===== src/rtl/minesweeper_board.sv =====
// ---------------------------------------------------------------------------
// minesweeper_board
//
// Board datapath that sits under the game control FSM. It keeps the cursor
// position, the bomb layout (placed pseudo-randomly from a free-running
// Galois LFSR) and the map of revealed cells, and reports the win/lose code
// the controller branches on.
//
// Ports
//   clock       in   1  system clock, all state on rising edge
//   reset       in   1  synchronous, active-low
//   init        in   1  pulse: clear the board and start bomb placement
//   move        in   1  pulse: step the cursor one cell in dir
//   dir         in   2  00 up, 01 down, 10 left, 11 right
//   reveal      in   1  pulse: reveal the cell under the cursor
//   busy        out  1  high while bombs are being placed
//   wl          out  2  00 playing/idle, 01 win, 10 lose
//   nbr_count   out  4  bombs in the 8-neighbourhood of the cursor cell
//   bombGrid    out  N  bit i = bomb at cell i (i = row*GRID_SIZE + col)
//   revealGrid  out  N  bit i = cell i revealed
//   cursorGrid  out  N  one-hot cursor position
// ---------------------------------------------------------------------------
module minesweeper_board #(
    parameter int          GRID_SIZE  = 3,
    parameter int          BOMB_COUNT = 2,
    parameter logic [15:0] LFSR_SEED  = 16'hACE1
) (
    input  logic                             clock,
    input  logic                             reset,
    input  logic                             init,
    input  logic                             move,
    input  logic [1:0]                       dir,
    input  logic                             reveal,
    output logic                             busy,
    output logic [1:0]                       wl,
    output logic [3:0]                       nbr_count,
    output logic [GRID_SIZE*GRID_SIZE-1:0]   bombGrid,
    output logic [GRID_SIZE*GRID_SIZE-1:0]   revealGrid,
    output logic [GRID_SIZE*GRID_SIZE-1:0]   cursorGrid
);

    localparam int N    = GRID_SIZE * GRID_SIZE;
    localparam int IDXW = $clog2(N);
    localparam int CW   = $clog2(GRID_SIZE);
    localparam int CNTW = $clog2(BOMB_COUNT + 1);

    localparam logic [N-1:0]    ONE_HOT0 = {{(N-1){1'b0}}, 1'b1};
    localparam logic [CW-1:0]   MAX_POS  = CW'(GRID_SIZE - 1);
    localparam logic [CNTW-1:0] TARGET   = CNTW'(BOMB_COUNT);
    localparam logic [15:0]     TAPS     = 16'hB400;

    localparam logic [1:0] WL_PLAY = 2'b00;
    localparam logic [1:0] WL_WIN  = 2'b01;
    localparam logic [1:0] WL_LOSE = 2'b10;

    localparam logic [1:0] DIR_UP    = 2'b00;
    localparam logic [1:0] DIR_DOWN  = 2'b01;
    localparam logic [1:0] DIR_LEFT  = 2'b10;
    localparam logic [1:0] DIR_RIGHT = 2'b11;

    typedef enum logic [1:0] {
        IDLE,
        PLACE,
        READY,
        DONE
    } state_t;

    state_t            state;
    logic [15:0]       lfsr;
    logic [15:0]       lfsr_next;
    logic [CW-1:0]     row;
    logic [CW-1:0]     col;
    logic [CNTW-1:0]   placed;

    logic [IDXW-1:0]   cursor_idx;
    logic [N-1:0]      cursor_bit;
    logic [N-1:0]      reveal_next;
    logic              hit_bomb;
    logic              already_open;
    logic              all_clear;

    logic [IDXW-1:0]   cand;
    logic [N-1:0]      cand_bit;
    logic              cand_free;

    int                nr;
    int                nc;

    // Galois step: shift right and fold the taps back in when a one falls
    // out of the bottom. A nonzero seed can never reach the all-zero state.
    assign lfsr_next = lfsr[0] ? ({1'b0, lfsr[15:1]} ^ TAPS) : {1'b0, lfsr[15:1]};

    // Cursor decode, shared by the one-hot output and the reveal logic.
    assign cursor_idx = IDXW'(int'(row) * GRID_SIZE + int'(col));
    assign cursor_bit = ONE_HOT0 << cursor_idx;
    assign cursorGrid = cursor_bit;

    // Reveal outcome for the cell under the cursor (pre-move position).
    assign reveal_next  = revealGrid | cursor_bit;
    assign hit_bomb     = |(bombGrid & cursor_bit);
    assign already_open = |(revealGrid & cursor_bit);
    assign all_clear    = &(reveal_next | bombGrid);

    // Placement candidate: the low LFSR bits name a cell; values past the
    // last cell, or cells already holding a bomb, are simply skipped and a
    // fresh candidate is tried next cycle.
    assign cand      = lfsr[IDXW-1:0];
    assign cand_bit  = ONE_HOT0 << cand;
    assign cand_free = (32'(cand) < N) && ((bombGrid & cand_bit) == '0);

    // Neighbour count around the cursor; off-board neighbours and the
    // cursor's own cell contribute nothing.
    always_comb begin
        nbr_count = 4'd0;
        nr        = 0;
        nc        = 0;
        for (int dr = -1; dr <= 1; dr++) begin
            for (int dc = -1; dc <= 1; dc++) begin
                nr = int'(row) + dr;
                nc = int'(col) + dc;
                if ((dr != 0 || dc != 0) &&
                    nr >= 0 && nr < GRID_SIZE && nc >= 0 && nc < GRID_SIZE) begin
                    if (bombGrid[IDXW'(nr * GRID_SIZE + nc)]) begin
                        nbr_count = nbr_count + 4'd1;
                    end
                end
            end
        end
    end

    // Board state machine. init overrides everything else in any state and
    // drops a coincident move/reveal. In READY a reveal is evaluated on the
    // cursor position before any coincident move takes effect.
    always_ff @(posedge clock) begin
        if (!reset) begin
            state      <= IDLE;
            lfsr       <= LFSR_SEED;
            row        <= '0;
            col        <= '0;
            placed     <= '0;
            bombGrid   <= '0;
            revealGrid <= '0;
            wl         <= WL_PLAY;
            busy       <= 1'b0;
        end else begin
            lfsr <= lfsr_next;
            if (init) begin
                state      <= PLACE;
                row        <= '0;
                col        <= '0;
                placed     <= '0;
                bombGrid   <= '0;
                revealGrid <= '0;
                wl         <= WL_PLAY;
                busy       <= 1'b1;
            end else begin
                case (state)
                    PLACE: begin
                        if (placed == TARGET) begin
                            state <= READY;
                            busy  <= 1'b0;
                        end else if (cand_free) begin
                            bombGrid <= bombGrid | cand_bit;
                            placed   <= placed + CNTW'(1);
                        end
                    end
                    READY: begin
                        if (reveal && !already_open) begin
                            revealGrid <= reveal_next;
                            if (hit_bomb) begin
                                wl    <= WL_LOSE;
                                state <= DONE;
                            end else if (all_clear) begin
                                wl    <= WL_WIN;
                                state <= DONE;
                            end
                        end
                        if (move) begin
                            case (dir)
                                DIR_UP:    if (row != '0)      row <= row - CW'(1);
                                DIR_DOWN:  if (row != MAX_POS) row <= row + CW'(1);
                                DIR_LEFT:  if (col != '0)      col <= col - CW'(1);
                                DIR_RIGHT: if (col != MAX_POS) col <= col + CW'(1);
                                default:   ;
                            endcase
                        end
                    end
                    default: ;
                endcase
            end
        end
    end

endmodule

===== config.mk =====
export PLATFORM = sky130hd
export DESIGN_NAME = minesweeper_board
export DESIGN_NICKNAME = d
export VERILOG_FILES = /design/src/rtl/minesweeper_board.sv
export SDC_FILE = /design/constraint.sdc
export NUM_CORES = 1
export LEC_CHECK = 0
export CORE_MARGIN = 5
export CORE_UTILIZATION = 45
export DETAILED_ROUTE_END_ITERATION = 8
export PLACE_DENSITY = 0.65
export SYNTH_ARGS = -nofsm -noshare
export SYNTH_HDL_FRONTEND = slang
export SYNTH_SLANG_ARGS = --single-unit

===== constraint.sdc =====
create_clock -name clock -period 22.3 [get_ports clock]
set_input_delay 4.46 -clock clock [delete_from_list [all_inputs] [get_ports clock]]
set_output_delay 4.46 -clock clock [all_outputs]
set_load 0.1 [all_outputs]

### Word level (Yosys, flattened, before mapping)

Cells that the tools add are included.

| storage, ports and cells | value |
|---|---|
| flip-flop bits (word level) | 45 |
| bits of input ports | 7 |
| output and inout port bits | 34 |
| logic and storage cells | 191 |

| operators by class | value |
|---|---|
| $add $sub $neg | 25 |
| $mul | 3 |
| order comparisons | 21 |
| equal/unequal tests | 18 |
| shift operators | 2 |
| mux-type cells | 58 |
| bitwise operators | 9 |
| reduce and logical (&&, ||, !) cells | 45 |

Operator list:

| cell | number |
|---|---|
| $mux W4 | 15 |
| $lt A4 B6 Y1 const B | 8 |
| $bmux W1 S4 | 8 |
| $add A4 B1 Y4 const B | 7 |
| $and A9 B9 Y9 | 3 |
| $or A9 B9 Y9 | 3 |
| $logic_and A1 B1 Y1 | 21 |
| $mux W1 | 21 |
| $add A4 B4 Y4 | 5 |
| $mux W2 | 10 |
| $reduce_or A9 Y1 | 2 |
| $shl A1 B4 Y9 const A | 2 |
| $add A4 B3 Y4 | 4 |
| $mux W16 | 1 |
| $ne A2 B2 Y1 const B | 8 |
| $reduce_bool A2 Y1 | 8 |
| $pmux W2 S2 | 3 |
| $reduce_and A5 Y1 | 2 |
| $logic_not A9 Y1 | 1 |
| $ne A3 B3 Y1 const B | 3 |
| $reduce_and A9 Y1 | 1 |
| $add A3 B1 Y4 const B | 2 |
| $eq A2 B2 Y1 const B | 4 |
| $ge A4 B1 Y1 const B | 2 |
| other kinds (23) | 37 |

### Depth between registers and ports, before layout

| depth | value |
|---|---|
| word-level depth | 29 |
| gate-level depth with buffers | 36 |
| depth with buffers taken out | 34 |

### Worst setup path before layout

Ideal clock, no wire load.

| timing | value |
|---|---|
| kind | reg-to-output |
| start point | reg row[0] |
| end point | out nbr_count[2] |
| arrival time | 7.954 ns |
| data required time | 17.840 ns |
| setup slack | 9.886 ns |
| cell stages (with the launch flop) | 36 |
| path buffers | 2 |
| path through | dfxtp_1 > buf_2 > inv_1 > ha_1 > buf_6 > xnor2_4 > xnor2_1 > ha_1 > mux4_2 > or3b_1 > a21oi_1 > o21ai_1 > inv_1 > ha_1 > nand2_1 > o21ai_0 > ha_1 > mux2i_1 > inv_1 > ha_1 > nand2b_1 > a21oi_1 > a21oi_1 > ha_1 > and2_1 > or2_2 > ha_1 > or2b_1 > o31a_2 > ha_1 > nand2_1 > nand2_1 > ha_1 > nand2_1 > xnor2_1 > xnor2_1 |

RTL lines:

| item | RTL line | source |
|---|---|---|
| from (decl) | 71 | `logic [CW-1:0] row;` |
| from (signal assigned) | 180 | `DIR_UP: if (row != '0) row <= row - CW'(1);` |
| from (signal assigned) | 181 | `DIR_DOWN: if (row != MAX_POS) row <= row + CW'(1);` |
| to (decl) | 36 | `output logic [3:0] nbr_count,` |

==> metrics.txt <==
Synth Area per Inst 8.854 um2; Critical Path Fanout Max 10; reg-to-reg endpoint state[0]; Die Wd 106.3 um; Hold Path Sink lfsr[11]; maximum root-to-sink buffer count 2; most frequent CP cell ha_1; clock sink count 45; # hold bufs at CTS 0; port bufs 40; DP Area ~4600 um2; max cap viols 0; core area 9153 um2; Finished Layout Cells 615; pin count of the biggest net entering global routing 31; reg2reg start row[0]; Ports a little over 40; Final Setup Violations 0; fin crit period 13.21 ns; detailed-route via count 3547; Final Cell Area 4751 um2; clock-pin slew on the worst setup and hold paths 0.08 ns; Peak VDD IR 0.03876 mV; reg2reg path depth 12; crit share post-route 0.5924; Hold Crit Start lfsr[12]; Overflow after GRT 0; Final nets around 550; WL/cell 16.76 um; area leader, netlist dfxtp_1; Fin Setup TNS 0 ns; Fin Hold WS slightly above 0.4 ns; post-layout total power 0.1597 mW; Final Max Slew Viols 0; layout cell share with drive strength beyond 1 0.09127; Post-CTS Setup Bufs 0; hpwl dp just under 8000 um; Clock Skew between 0.008 and 0.009 ns; vias in the first global route 3505; Placed Cells 607; CTS H-Tree Depth 2; RSZ-0062 raised after global routing no; Num CTS Buffers 5; Mapped Cells 471; multi-input logic area 3079 um2; slew margin rel. 0.3142; Critical Path Max Stage Delay ~1.1 ns; Antenna Nets Post-Route 0; Async S/R FF share, synth 0; register area share after synthesis 0.2160; PostCTS Resize Cnt 0; CP Data Required Time between 15 and 20 ns; Synth top cells by count nor2_1, dfxtp_1, ha_1; worst slew pin tran 1.029 ns; root buffer cell clkbuf_8; Critical Path AT 8.75 ns; Via density 5.767; ant diodes 0; CP max stage cell clkdlybuf4s50_1; std cell rows 35; die height 106.3 um; number of synthesized flops with an enable pin 0; Hold Path Class reg -> reg; initial antenna violation count 0; Synth area leaders dfxtp_1, ha_1, xnor2_1; GPL Wtd Cong just under 1; Ys Warns 0; Pleak 1.903 nW; Overall Global Routing Usage 0.1869; f_max 0.07570 GHz; Starting Density 0.4556; utilization after layout 0.5191; later-pin clock latency in the skew report 0.30 ns; Yosys reg bits 45; outcome completed; DR pass1 iterations 5; Synth Cell Area 4170 um2; Remaining DRCs 0; area delta synth->final 13.92%; first-pass GRT wire length roughly 17000 um; post-route setup slack 9.091 ns; P per Cell Area 33.61 nW/um2; Setup crit end kind primary output; top_reg_cell synth dfxtp_1; FF-to-FF setup slack 18.01 ns; most common cell in the netlist nor2_1; dpl ws 9.439 ns; CP Class reg -> out; WL final 10310 um; Fillers 835; Synth top area share 0.2160; initial detailed-routing violation count ~170; FF/Latch Area ~900 um2; hold depth 1; synth unique cells 80; final hold vios 0; die area 11290 um2; Startpoint Class flop; Synth Net Count 521; CTS tree yes
kinds of logic (layout without fill, tap and decap cells):
logic type,Yosys count,in the layout,synth area share
flip-flops,45,45,0.2160
multiplexers,36,36,0.1248
AO/OA/AOI/OAI,86,86,0.1470
AND/OR/NAND/NOR,172,172,0.2202
adder cells (fa/ha/maj),43,43,0.1398
buffers and inverters,46,79,0.04560
XOR/XNOR,43,43,0.1065
how the worst max path moves through the flow:
stage | from | to | depth (start not counted)
2_1_floorplan | row[0] | nbr_count[2] | 35
3_3_place_gp | row[0] | nbr_count[2] | 34
3_5_place_dp | row[0] | nbr_count[2] | 34
4_1_cts | row[0] | nbr_count[2] | 34
5_1_grt | row[0] | nbr_count[2] | 34
6_report | row[0] | nbr_count[2] | 34
area by class of cell:
cell class                      count  share of cell area
Multi-Input combinational cell    380              0.6481
Timing Repair Buffer               41             0.08586
Clock inverter                      2            0.008164
Inverter                           30             0.02370
Clock buffer                        6             0.01528
Tap cell                          111             0.02923
Sequential cell                    45              0.1896
sequential cells by signal, indices dropped and copies added (netlist names):
name and count:
placed 2, state 2, col 2, row 2, wl 2, lfsr 16
revealGrid 9, busy 1, bombGrid 9
cell usage in the layout (no fill, tap or decap), types with 6 or more instances in the layout:
master / instances
mux2i_1: 18
inv_1: 27
clkdlybuf4s50_1: 40
and2_1: 10
a31oi_1: 8
nor2_1: 54
a21o_1: 7
fa_1: 6
nor3_1: 25
mux4_2: 7
a21oi_1: 25
o21ai_0: 6
nor2b_1: 6
xor2_1: 10
xnor2_1: 28
dfxtp_1: 45
nand2b_1: 15
nand2_1: 21
ha_1: 37
critical path, delay by kind of cell (launching register included):
kind / cells / cell delay, ns
AO/OA/AOI/OAI: 7 / 1.13
XOR/XNOR: 3 / 0.52
buffers and inverters: 5 / 1.72
AND/OR/NAND/NOR: 9 / 1.28
multiplexers: 1 / 0.22
flip-flops: 1 / 0.61
adder cells (fa/ha/maj): 9 / 2.96
layer usage:
layer  part of all wire  GRT usage  up-vias
met2               0.46     0.3127       98
met5                  0          0        -
met4              0.025    0.06290        0
met1               0.46     0.2475     1673
met3              0.051    0.02611       24
li1                   -          -     1752
report_power, final:
part | switching (mW) | internal, mW | total [mW]
Sequential | 0.00208 | 0.0829 | 0.0849
Clock | 0.0285 | 0.0337 | 0.0621
Combinational | 0.00719 | 0.00543 | 0.0126
(Power assumes the default switching activity.)
